--- src/rtl/pulse_layer_pkg.sv ---
// ----------------------------------------------------------------------------
// pulse_layer_pkg
//   Shared types and default sizes for the pulse-layer sequencer.
//   - top_state_e   : shot-level FSM (IDLE / ARMED / RUNNING / DONE)
//   - layer_state_e : per-layer pulse FSM (IDLE / RUN / END)
//   - DEF_*         : default layer count and counter widths
// ----------------------------------------------------------------------------
package pulse_layer_pkg;

   localparam int DEF_N_LAYERS = 8;
   localparam int DEF_CNT_W    = 16;
   localparam int DEF_REP_W    = 8;

   typedef enum logic [1:0] {
      TOP_IDLE    = 2'd0,
      TOP_ARMED   = 2'd1,
      TOP_RUNNING = 2'd2,
      TOP_DONE    = 2'd3
   } top_state_e;

   typedef enum logic [1:0] {
      LAYER_IDLE = 2'd0,
      LAYER_RUN  = 2'd1,
      LAYER_END  = 2'd2
   } layer_state_e;

endpackage

--- src/rtl/pulse_layer_unit.sv ---
// ----------------------------------------------------------------------------
// pulse_layer_unit
//   One layer of the sequencer: pulse FSM, pulse-width down-counter,
//   saturating fire counter, registered LayerLast and sticky overrun flag.
//
// Ports
//   clock, reset   : clock, synchronous active-high reset
//   clear_i        : shot arm; clears fire count, LayerLast and overrun
//   abort_i        : forced stop; layer to IDLE, LayerLast and count cleared
//   enable_i       : top FSM is ARMED or RUNNING
//   mask_i         : layer participates in the shot (shadow copy)
//   width_i        : pulse width in cycles, 0 treated as 1 (shadow copy)
//   repeat_i       : firings before LayerLast, 0 = unlimited (shadow copy)
//   pulse_en_i     : fire request from the switch matrix
//   accept_o       : fire request accepted this cycle
//   active_o       : layer pulse high (RUN)
//   end_o          : one-cycle end-of-pulse strobe (END)
//   last_o         : repeat count reached
//   overrun_o      : sticky, fire request arrived during RUN
//   busy_o         : layer in RUN or END
// ----------------------------------------------------------------------------
module pulse_layer_unit
   import pulse_layer_pkg::*;
#(
   parameter int CNT_W = DEF_CNT_W,
   parameter int REP_W = DEF_REP_W
) (
   input  logic             clock,
   input  logic             reset,
   input  logic             clear_i,
   input  logic             abort_i,
   input  logic             enable_i,
   input  logic             mask_i,
   input  logic [CNT_W-1:0] width_i,
   input  logic [REP_W-1:0] repeat_i,
   input  logic             pulse_en_i,
   output logic             accept_o,
   output logic             active_o,
   output logic             end_o,
   output logic             last_o,
   output logic             overrun_o,
   output logic             busy_o
);

   layer_state_e     state_q, state_d;
   logic [CNT_W-1:0] cnt_q, cnt_d;
   logic [REP_W-1:0] fire_q, fire_d, fire_inc;
   logic             last_q, last_d;
   logic             ovr_q, ovr_d;
   logic             eligible, accept, finishing;

   assign eligible  = enable_i && mask_i && pulse_en_i;
   assign accept    = eligible && !last_q && (state_q != LAYER_RUN);
   // The counter reads 1 in the last active cycle; <= guards a stray 0.
   assign finishing = (state_q == LAYER_RUN) && (cnt_q <= CNT_W'(1));
   assign fire_inc  = (fire_q == '1) ? fire_q : fire_q + REP_W'(1);

   always_comb begin
      state_d = state_q;
      cnt_d   = cnt_q;
      fire_d  = fire_q;
      last_d  = last_q;
      ovr_d   = ovr_q;

      case (state_q)
         LAYER_IDLE: if (accept) state_d = LAYER_RUN;
         LAYER_RUN:  if (finishing) state_d = LAYER_END;
         LAYER_END:  state_d = accept ? LAYER_RUN : LAYER_IDLE;
         default:    state_d = LAYER_IDLE;
      endcase

      if (accept) begin
         cnt_d = (width_i == '0) ? CNT_W'(1) : width_i;
      end else if (state_q == LAYER_RUN) begin
         cnt_d = cnt_q - CNT_W'(1);
      end

      // Count the firing on the RUN->END edge so LayerLast is already
      // high during the final END cycle and blocks a chained re-accept.
      if (finishing) begin
         fire_d = fire_inc;
         last_d = (repeat_i != '0) && (fire_inc >= repeat_i);
      end

      if (eligible && (state_q == LAYER_RUN)) ovr_d = 1'b1;

      if (clear_i) begin
         fire_d = '0;
         last_d = 1'b0;
         ovr_d  = 1'b0;
      end

      // Abort truncates the pulse silently; overrun survives it.
      if (abort_i) begin
         state_d = LAYER_IDLE;
         cnt_d   = '0;
         fire_d  = '0;
         last_d  = 1'b0;
      end
   end

   always_ff @(posedge clock) begin
      if (reset) begin
         state_q <= LAYER_IDLE;
         cnt_q   <= '0;
         fire_q  <= '0;
         last_q  <= 1'b0;
         ovr_q   <= 1'b0;
      end else begin
         state_q <= state_d;
         cnt_q   <= cnt_d;
         fire_q  <= fire_d;
         last_q  <= last_d;
         ovr_q   <= ovr_d;
      end
   end

   assign accept_o  = accept;
   assign active_o  = (state_q == LAYER_RUN);
   assign end_o     = (state_q == LAYER_END);
   assign busy_o    = (state_q == LAYER_RUN) || (state_q == LAYER_END);
   assign last_o    = last_q;
   assign overrun_o = ovr_q;

endmodule

--- src/rtl/pulse_layer_ctrl.sv ---
// ----------------------------------------------------------------------------
// pulse_layer_ctrl
//   Shot sequencer for the pulse-layer switch matrix. Owns the
//   arm / run / done / abort FSM, shadows the shot configuration on arm and
//   instantiates one pulse_layer_unit per layer.
//
// Ports
//   clock, reset    : clock, synchronous active-high reset
//   io_arm          : start a shot (accepted in IDLE or DONE)
//   io_abort        : forced stop, highest priority
//   io_layerMask    : participating layers
//   io_width        : per-layer pulse width, CNT_W bits per layer
//   io_repeat       : per-layer repeat count, REP_W bits per layer
//   io_pulseEn      : per-layer fire request from the matrix
//   io_layerActive  : per-layer pulse
//   io_LayerEnd     : per-layer end-of-pulse strobe
//   io_LayerLast    : per-layer repeat count reached
//   io_busy         : shot ARMED or RUNNING
//   io_done         : one-cycle shot-complete strobe
//   io_overrun      : sticky per-layer overrun
//   io_wdLimit      : (watchdog build) idle-cycle limit in RUNNING, 0 = off
//   io_wdFault      : (watchdog build) sticky watchdog abort flag
//
// Build option
//   PULSE_LAYER_CTRL_WATCHDOG_EN : adds the idle watchdog and its two ports.
// ----------------------------------------------------------------------------
module pulse_layer_ctrl
   import pulse_layer_pkg::*;
#(
   parameter int N_LAYERS = DEF_N_LAYERS,
   parameter int CNT_W    = DEF_CNT_W,
   parameter int REP_W    = DEF_REP_W
) (
   input  logic                      clock,
   input  logic                      reset,
   input  logic                      io_arm,
   input  logic                      io_abort,
   input  logic [N_LAYERS-1:0]       io_layerMask,
   input  logic [N_LAYERS*CNT_W-1:0] io_width,
   input  logic [N_LAYERS*REP_W-1:0] io_repeat,
   input  logic [N_LAYERS-1:0]       io_pulseEn,
   output logic [N_LAYERS-1:0]       io_layerActive,
   output logic [N_LAYERS-1:0]       io_LayerEnd,
   output logic [N_LAYERS-1:0]       io_LayerLast,
   output logic                      io_busy,
   output logic                      io_done,
   output logic [N_LAYERS-1:0]       io_overrun
`ifdef PULSE_LAYER_CTRL_WATCHDOG_EN
   ,
   input  logic [CNT_W-1:0]          io_wdLimit,
   output logic                      io_wdFault
`endif
);

   top_state_e                state_q, state_d;
   logic                      done_q, done_d;
   logic [N_LAYERS-1:0]       mask_q;
   logic [N_LAYERS*CNT_W-1:0] width_q;
   logic [N_LAYERS*REP_W-1:0] repeat_q;

   logic                      arm_ok, abort_all, enable, wd_trip;
   logic                      any_counted, all_finished, complete;
   logic [N_LAYERS-1:0]       accept_vec, active_vec, end_vec, last_vec;
   logic [N_LAYERS-1:0]       ovr_vec, busy_vec;

   assign enable    = (state_q == TOP_ARMED) || (state_q == TOP_RUNNING);
   assign abort_all = io_abort || wd_trip;
   assign arm_ok    = io_arm && !abort_all &&
                      ((state_q == TOP_IDLE) || (state_q == TOP_DONE));

   // Shadow configuration: mid-shot input changes have no effect.
   always_ff @(posedge clock) begin
      if (reset) begin
         mask_q   <= '0;
         width_q  <= '0;
         repeat_q <= '0;
      end else if (arm_ok) begin
         mask_q   <= io_layerMask;
         width_q  <= io_width;
         repeat_q <= io_repeat;
      end
   end

   genvar gi;
   generate
      for (gi = 0; gi < N_LAYERS; gi++) begin : g_layer
         pulse_layer_unit #(
            .CNT_W (CNT_W),
            .REP_W (REP_W)
         ) u_unit (
            .clock      (clock),
            .reset      (reset),
            .clear_i    (arm_ok),
            .abort_i    (abort_all),
            .enable_i   (enable),
            .mask_i     (mask_q[gi]),
            .width_i    (width_q[gi*CNT_W +: CNT_W]),
            .repeat_i   (repeat_q[gi*REP_W +: REP_W]),
            .pulse_en_i (io_pulseEn[gi]),
            .accept_o   (accept_vec[gi]),
            .active_o   (active_vec[gi]),
            .end_o      (end_vec[gi]),
            .last_o     (last_vec[gi]),
            .overrun_o  (ovr_vec[gi]),
            .busy_o     (busy_vec[gi])
         );
      end
   endgenerate

   // Completion needs at least one counted layer; a shot whose masked
   // layers are all unlimited never completes.
   always_comb begin
      any_counted  = 1'b0;
      all_finished = 1'b1;
      for (int i = 0; i < N_LAYERS; i++) begin
         if (mask_q[i] && (repeat_q[i*REP_W +: REP_W] != '0)) begin
            any_counted = 1'b1;
            if (!last_vec[i] || active_vec[i]) all_finished = 1'b0;
         end
      end
   end
   assign complete = any_counted && all_finished;

   always_comb begin
      state_d = state_q;
      done_d  = 1'b0;
      case (state_q)
         TOP_IDLE:    if (arm_ok) state_d = TOP_ARMED;
         TOP_ARMED:   if (|accept_vec) state_d = TOP_RUNNING;
         TOP_RUNNING: begin
            if (complete) begin
               state_d = TOP_DONE;
               done_d  = 1'b1;
            end
         end
         TOP_DONE:    if (arm_ok) state_d = TOP_ARMED;
         default:     state_d = TOP_IDLE;
      endcase
      if (abort_all) begin
         state_d = TOP_IDLE;
         done_d  = 1'b0;
      end
   end

   always_ff @(posedge clock) begin
      if (reset) begin
         state_q <= TOP_IDLE;
         done_q  <= 1'b0;
      end else begin
         state_q <= state_d;
         done_q  <= done_d;
      end
   end

`ifdef PULSE_LAYER_CTRL_WATCHDOG_EN
   // Counts consecutive RUNNING cycles with no layer in RUN or END; trips
   // in the cycle that is the io_wdLimit-th such idle cycle.
   logic [CNT_W-1:0] wd_cnt_q, wd_cnt_d;
   logic             wd_fault_q, wd_fault_d;
   logic             wd_idle;

   assign wd_idle = (state_q == TOP_RUNNING) && !(|busy_vec);
   assign wd_trip = wd_idle && (io_wdLimit != '0) &&
                    ({1'b0, wd_cnt_q} + {{CNT_W{1'b0}}, 1'b1} >= {1'b0, io_wdLimit});

   always_comb begin
      wd_cnt_d   = wd_cnt_q;
      wd_fault_d = wd_fault_q;
      if (!wd_idle || wd_trip) wd_cnt_d = '0;
      else if (wd_cnt_q != '1) wd_cnt_d = wd_cnt_q + CNT_W'(1);
      if (arm_ok)  wd_fault_d = 1'b0;
      if (wd_trip) wd_fault_d = 1'b1;
   end

   always_ff @(posedge clock) begin
      if (reset) begin
         wd_cnt_q   <= '0;
         wd_fault_q <= 1'b0;
      end else begin
         wd_cnt_q   <= wd_cnt_d;
         wd_fault_q <= wd_fault_d;
      end
   end

   assign io_wdFault = wd_fault_q;
`else
   assign wd_trip = 1'b0;
`endif

   assign io_layerActive = active_vec;
   assign io_LayerEnd    = end_vec;
   assign io_LayerLast   = last_vec;
   assign io_overrun     = ovr_vec;
   assign io_busy        = enable;
   assign io_done        = done_q;

endmodule
--- config.mk ---
export PLATFORM = sky130hd
export DESIGN_NAME = pulse_layer_ctrl
export DESIGN_NICKNAME = d
export VERILOG_FILES = /design/src/rtl/pulse_layer_pkg.sv /design/src/rtl/pulse_layer_unit.sv /design/src/rtl/pulse_layer_ctrl.sv
export SDC_FILE = /design/constraint.sdc
export NUM_CORES = 1
export LEC_CHECK = 0
export ABC_AREA = 0
export BUFFER_PORTS_ARGS = -buffer_cell sky130_fd_sc_hd__buf_2
export CORE_MARGIN = 4
export CORE_UTILIZATION = 40
export CTS_CLUSTER_DIAMETER = 80
export DETAILED_ROUTE_END_ITERATION = 12
export PLACE_DENSITY_LB_ADDON = 0.12
export SETUP_SLACK_MARGIN = 0.1
export SLEW_MARGIN = 20
export SYNTH_ARGS = -nofsm -noshare
export SYNTH_HDL_FRONTEND = slang
export SYNTH_SLANG_ARGS = --single-unit
--- constraint.sdc ---
create_clock -name clock -period 6.5 [get_ports clock]
set_input_delay 0.65 -clock clock [delete_from_list [all_inputs] [get_ports clock]]
set_output_delay 0.65 -clock clock [all_outputs]
set_load 0.01 [all_outputs]
* Word level (Yosys, flattened, before mapping) *
Index checks and enable logic that the tools add are counted.

word-level totals
  bits in registers = 427
  bits of input ports = 212

operators by class
  add/sub/neg operators = 16
  magnitude comparators = 16
  eq/ne operators = 54
  multiplexer cells = 93
  bitwise logic cells = 1
  reductions and logical operators = 134

operators with widths
  cell                                                                               count
  16-bit two-way mux                                                                 24
  16-bit by 1-bit less-or-equal comparator with 1-bit output, second input constant  8
  16-bit logical NOT                                                                 8
  16-bit by 1-bit subtractor with 16-bit output, second input constant               8
  1-bit logical AND                                                                  67
  8-bit by 1-bit adder with 8-bit output, second input constant                      8
  8-bit == test, second input constant                                               8
  8-bit greater-or-equal comparator                                                  8
  8-bit two-way mux                                                                  8
  8-bit nonzero test                                                                 8
  2-bit one-hot mux with 3 select lines                                              9
  2-bit two-way mux                                                                  19
  2-bit by 1-bit != test with 1-bit output, second input constant                    18
  1-bit two-way mux                                                                  33
  2-bit == test, second input constant                                               10
  2-bit by 1-bit == test with 1-bit output, second input constant                    9
  2-bit logical NOT                                                                  9
  2-bit != test, second input constant                                               9
  2-bit AND reduction                                                                8
  2-bit nonzero test                                                                 8
  1-bit logical OR                                                                   10
  1-bit logical NOT                                                                  9
  8-bit OR reduction                                                                 1
  2-bit OR reduction                                                                 3
  other kinds (3)                                                                    4

* Depth between registers and ports, before layout *
  depth after elaboration = 21
  mapped depth = 13
  depth with buffers taken out = 13

* Modules after synthesis *
A second synthesis with hierarchy kept.

unflattened totals
  cells, all modules = 2943
  area total of the unflattened synthesis = 23151.0 um2

by module, submodules not included
  module                                     times used  cells an instance  area an instance (um2)
  pulse_layer_unit at g_layer[0].u_unit ...  6           250                1981.9
  pulse_layer_ctrl                           1           944                7355.8
  pulse_layer_unit at g_layer[5].u_unit      1           252                1959.4
  pulse_layer_unit at g_layer[7].u_unit      1           247                1944.4

* Worst setup path after synthesis *
No wires, ideal clock.

  path kind = flip-flop to flip-flop
  start = register g_layer[7].u_unit.fire_q[0]
  end = register g_layer[7].u_unit.last_q
  setup time = 58 ps
  arrival time = 2413 ps
  data required time = 6442 ps
  slack = 4028 ps
  cell stages (with the launch flop) = 13
  clock period less this slack = 2472 ps
  cells stage by stage = dfxtp_1 > ha_1 > nand4_1 > nor2_1 > nand2_1 > mux2_2 > ha_1 > a21o_1 > a21oi_1 > nor2b_1 > o21ai_0 > a2111oi_0 > a31o_2

on the way
  longest elaborated chain between the ends = 4
  elaborated cells between the ends (all ways) = 5
  those cells by class = add/sub: 1; order compare: 1; eq/ne: 1; mux: 1; reduce/logical: 1

ends and longest elaborated chain
  element                                                                  RTL line                 RTL
  start, declared                                                          pulse_layer_unit.sv:47   logic [REP_W-1:0] fire_q, fire_d, fire_inc;
  start signal, assigned                                                   pulse_layer_unit.sv:112  fire_q <= fire_d;
  8-bit by 1-bit adder with 8-bit output or 8-bit == test (tied branches)  pulse_layer_unit.sv:56   assign fire_inc = (fire_q == '1) ? fire_q : fire_q + REP_W'(1);
  8-bit two-way mux (*)                                                    pulse_layer_unit.sv:56
  named net g_layer[7].u_unit.fire_inc[1]                                  pulse_layer_unit.sv:47
  8-bit greater-or-equal comparator (*)                                    pulse_layer_unit.sv:82   last_d = (repeat_i != '0) && (fire_inc >= repeat_i);
  1-bit logical AND (*)                                                    pulse_layer_unit.sv:82
  end signal, assigned                                                     pulse_layer_unit.sv:113  last_q <= last_d;
  end, declared                                                            pulse_layer_unit.sv:48   logic last_q, last_d;

The timed path passes the listed nets; every way through them passes the cells marked *.
A chain may end at the register's enable or synchronous reset.

* Worst setup path in the final report *
  start = register state_q[0]
  end = register state_q[0]

on the way
  longest elaborated chain between the ends = 9
  elaborated cells between the ends (all ways) = 46
  those cells by class = eq/ne: 6; mux: 1; reduce/logical: 39

ends and longest elaborated chain
  element                                                                    RTL line                                         RTL
  start, declared                                                            pulse_layer_ctrl.sv:55                           top_state_e state_q, state_d;
  start signal, assigned                                                     pulse_layer_ctrl.sv:150                          state_q <= state_d;
  2-bit by 1-bit == test with 1-bit output or 2-bit == test (tied branches)  pulse_layer_ctrl.sv:66, pulse_layer_ctrl.sv:127
  1-bit logical OR                                                           pulse_layer_ctrl.sv:66                           assign enable = (state_q == TOP_ARMED) || (state_q == TOP_RUNNING);
  1-bit logical AND (2 in series)                                            pulse_layer_unit.sv:52                           assign eligible = enable_i && mask_i && pulse_en_i;
  1-bit logical AND (2 in series)                                            pulse_layer_unit.sv:53                           assign accept = eligible && !last_q && (state_q != LAYER_RUN);
  8-bit OR reduction                                                         pulse_layer_ctrl.sv:129                          TOP_ARMED: if (|accept_vec) state_d = TOP_RUNNING;
  2-bit by 1-bit != test with 1-bit output (no line)                         -
  3-bit AND reduction (no line)                                              -

Parallel ways exist; a longest one is shown, timed or not.

==> impl_metrics.json <==
{
  "status": "finished clean",
  "p_comb_share_pct": 8.1,
  "relSlewSlack_pct": 26.65,
  "die_area_um2": 56650,
  "crit_fanout": 13,
  "die_h_um": 238.0,
  "drc": 0,
  "whs_ps": 298.3,
  "core_area_um2": 52450,
  "hold_path.startpoint": "io_width[77]",
  "antenna_found_initial": 4,
  "dp_slack_ps": 3076,
  "final_area_um2": 24280,
  "syn_nets": 3078,
  "pwr-share-seq_pct": 45.2,
  "cts_buffers": 50,
  "initial_core_util_pct": 40.35,
  "placed_area_um2": 22600,
  "gp_congestion": 0.8794,
  "cts_max_path_buffers": 3,
  "crit_arrival_ps": 3920,
  "grt_use_total_pct": 21.30,
  "crit_type": "flop to flop",
  "synth.avg_cell_area_um2": 7.623,
  "ys_seq_area_share_pct": 40.39,
  "syn-cell-area_um2": 21160,
  "drt_pass1_iterations": 5,
  "rows": 84,
  "powerDensity_nw_per_um2": 252.3,
  "yosysWarnings": 0,
  "synth_edf_count": 0,
  "clk_pin_slew_ps": 60,
  "grt_max_degree": 99,
  "grt.overflow.total": 0,
  "internal-power_mw": 4.613,
  "worstMarginPinSlew_ps": 1096,
  "cap_violations": 0,
  "syn_to_final_growth_pct": 14.72,
  "post-cts-setup-buffers": 0,
  "fin_skew_ps": 24.62,
  "vias": 20070,
  "layout_setup_ws_ps": 3058,
  "start_kind": "flop",
  "r2r_setup_slack_ps": 3060,
  "synthFlopType": "dfxtp_1",
  "tritoncts": "built",
  "finalHoldViolCount": 0,
  "dp.cells": 3554,
  "grt_pass1_wl_um": 99900,
  "layout-drive-gt1-share_pct": 12.48,
  "hold_buffers": 0,
  "worstReg2RegEnd": "state_q[0]$_SDFFE_PP0P_",
  "netSwitchingFraction_pct": 24.70,
  "rsz0062_at_grt": "no",
  "r2r_cells": 9,
  "io_buffer_count": 245,
  "wirelength_um": 62990,
  "htree_levels": 2,
  "switchingPower_mw": 1.513,
  "first_global_vias": 19160,
  "ys_ff_latch": 427,
  "postCtsResizedCells": 0,
  "worst_setup_path_end_kind": "flop",
  "ios": 246,
  "hold_end": "width_q[77]$_SDFFE_PP0P_",
  "ir_worst_vdd_mv": 0.2083,
  "fin_crit_ps": 3442,
  "worstSkewPairLatency_ps": 590,
  "clkPwrFrac_pct": 46.7,
  "finalSetupTns_ps": 0,
  "vias_per_cell": 5.503,
  "async_reset_ff_share_pct": 0,
  "drt_iter0_drc": 1268,
  "p_leak_nw": 9.219,
  "ant_nets": 0,
  "wire_per_inst_um": 17.27,
  "synthCells": 2776,
  "synth_cell_types": 72,
  "required_ps": 6980,
  "rr_startpoint": "state_q[0]$_SDFFE_PP0P_",
  "numClockSinks": 427,
  "min_delay_path_depth": 3,
  "final_max_slew_viol_count": 0,
  "holdCritPathClass": "input port to flop",
  "root_buffer": "clkbuf_16",
  "final_nets": 3220,
  "die_w_um": 238.0,
  "max_clock_freq_mhz": 290.5,
  "finalCritPeriodShare_pct": 52.95,
  "dp_hpwl_um": 46010,
  "setup_viol_count_final": 0,
  "final_cells": 3647
}
[stage by stage]
stage / total power [mW] / utilization (%)
2_1_floorplan: 3.118 / -
3_3_place_gp: 3.319 / 43.09
3_5_place_dp: 3.329 / 43.09
4_1_cts: 6.214 / 46.28
5_1_grt: 6.391 / 46.28
6_report: 6.126 / 46.29
[final cells by class]
| cell class | count | area, µm² |
|---|---|---|
| fill | 5243 | 28170 |
| multi-input combinational | 2088 | 11520 |
| sequential | 427 | 8548 |
| clock buffer | 71 | 1431 |
| timing repair buffer | 255 | 1308 |
| tap | 688 | 860.8 |
| inverter | 96 | 360.3 |
| clock inverter | 20 | 244.0 |
| antenna | 2 | 5.005 |
[per-layer routing]
metal / vias to the layer above / wire (µm) / global-route usage (%)
li1: 9999 / - / -
met1: 9466 / 27800 / 27.38
met2: 484 / 29780 / 36.51
met3: 113 / 3476 / 3.595
met4: 6 / 1910 / 7.071
met5: - / 27 / 0
[Yosys cell counts (all sizes together) (11+ instances only)]
cell type	number	area [µm²]
xnor2	36	315.3
nor4	78	515.5
o311ai	12	105.1
nand4	21	131.4
a21oi	370	1856
a21o	12	90.09
nand3	49	245.2
dfxtp	427	8548
o21a	28	210.2
or3	30	187.7
and3	21	131.4
a211oi	27	202.7
o21ai	116	580.6
mux2i	11	110.1
nor3	87	435.4
a221oi	13	113.9
clkbuf	127	476.7
a31oi	21	131.4
nand2	571	2146
nor2b	19	118.9
xor2	19	166.4
or4	21	168.9
buf	38	281.5
nor2	256	960.9
ha	90	1126
nand2b	25	156.4
inv	94	352.8
[worst max-delay path: stages, from the launching register on]
cell,delay (ps)
dfxtp_1,330
inv_1,60
ha_1,580
nand3b_1,320
or2_2,340
nor2_1,840
nor4_1,100
a41oi_1,290
o21ai_0,170
mux2_2,290
[registers in the layout, summed over array words and instances (netlist names)]
name and count:
state_q 2, g_layer.u_unit.fire_q 64, repeat_q 64, g_layer.u_unit.state_q 16, mask_q 8, g_layer.u_unit.cnt_q 128, g_layer.u_unit.last_o 8, g_layer.u_unit.overrun_o 8
io_done 1, width_q 128
[layout by cell type, fill, tap and decap left out, types with 36 or more instances in the layout]
master and count:
nand2_1 570, dfxtp_1 427, a21oi_1 369, nor2_1 255, buf_2 244, o21ai_0 116, inv_1 94, ha_1 90
nor3_1 87, nor4_1 75, clkbuf_16 51, nand3_1 48, xnor2_1 36
[logic make-up (layout without fill, tap and decap cells)]
kind of cell	Yosys count	after routing	synth area share, %
simple gates	1227	1227	26.29
compound gates	697	697	19.49
flops	427	427	40.39
buf+inv	261	442	5.286
fa+ha+maj	90	90	5.321
xor+xnor	55	55	2.276
mux	19	19	0.9460
other cells	0	2	0
[worst max-delay path by stage]
stage,cells past startpoint,startpoint,slack (ps),to
after CTS,9,state_q[0]$_SDFFE_PP0P_,3060,state_q[0]$_SDFFE_PP0P_
final,9,state_q[0]$_SDFFE_PP0P_,3060,state_q[0]$_SDFFE_PP0P_
after global placement,9,state_q[0]$_SDFFE_PP0P_,3100,state_q[0]$_SDFFE_PP0P_
after global routing,9,state_q[0]$_SDFFE_PP0P_,2910,state_q[0]$_SDFFE_PP0P_
after detailed placement,9,state_q[0]$_SDFFE_PP0P_,3080,state_q[0]$_SDFFE_PP0P_
after floorplan,12,g_layer[7].u_unit.fire_q[0]$_SDFFE_PP0P_,4030,g_layer[7].u_unit.last_o$_SDFFE_PP0P_
[power groups by stage]
stage / combinational (mW) / clock (mW) / sequential, mW
floorplan: 0.324 / 0 / 2.79
global placement: 0.493 / 0 / 2.83
detailed placement: 0.502 / 0 / 2.83
CTS: 0.505 / 2.94 / 2.77
global route: 0.564 / 3.05 / 2.78
finish: 0.498 / 2.86 / 2.77
Note: power is estimated with default switching activity, not from simulation.
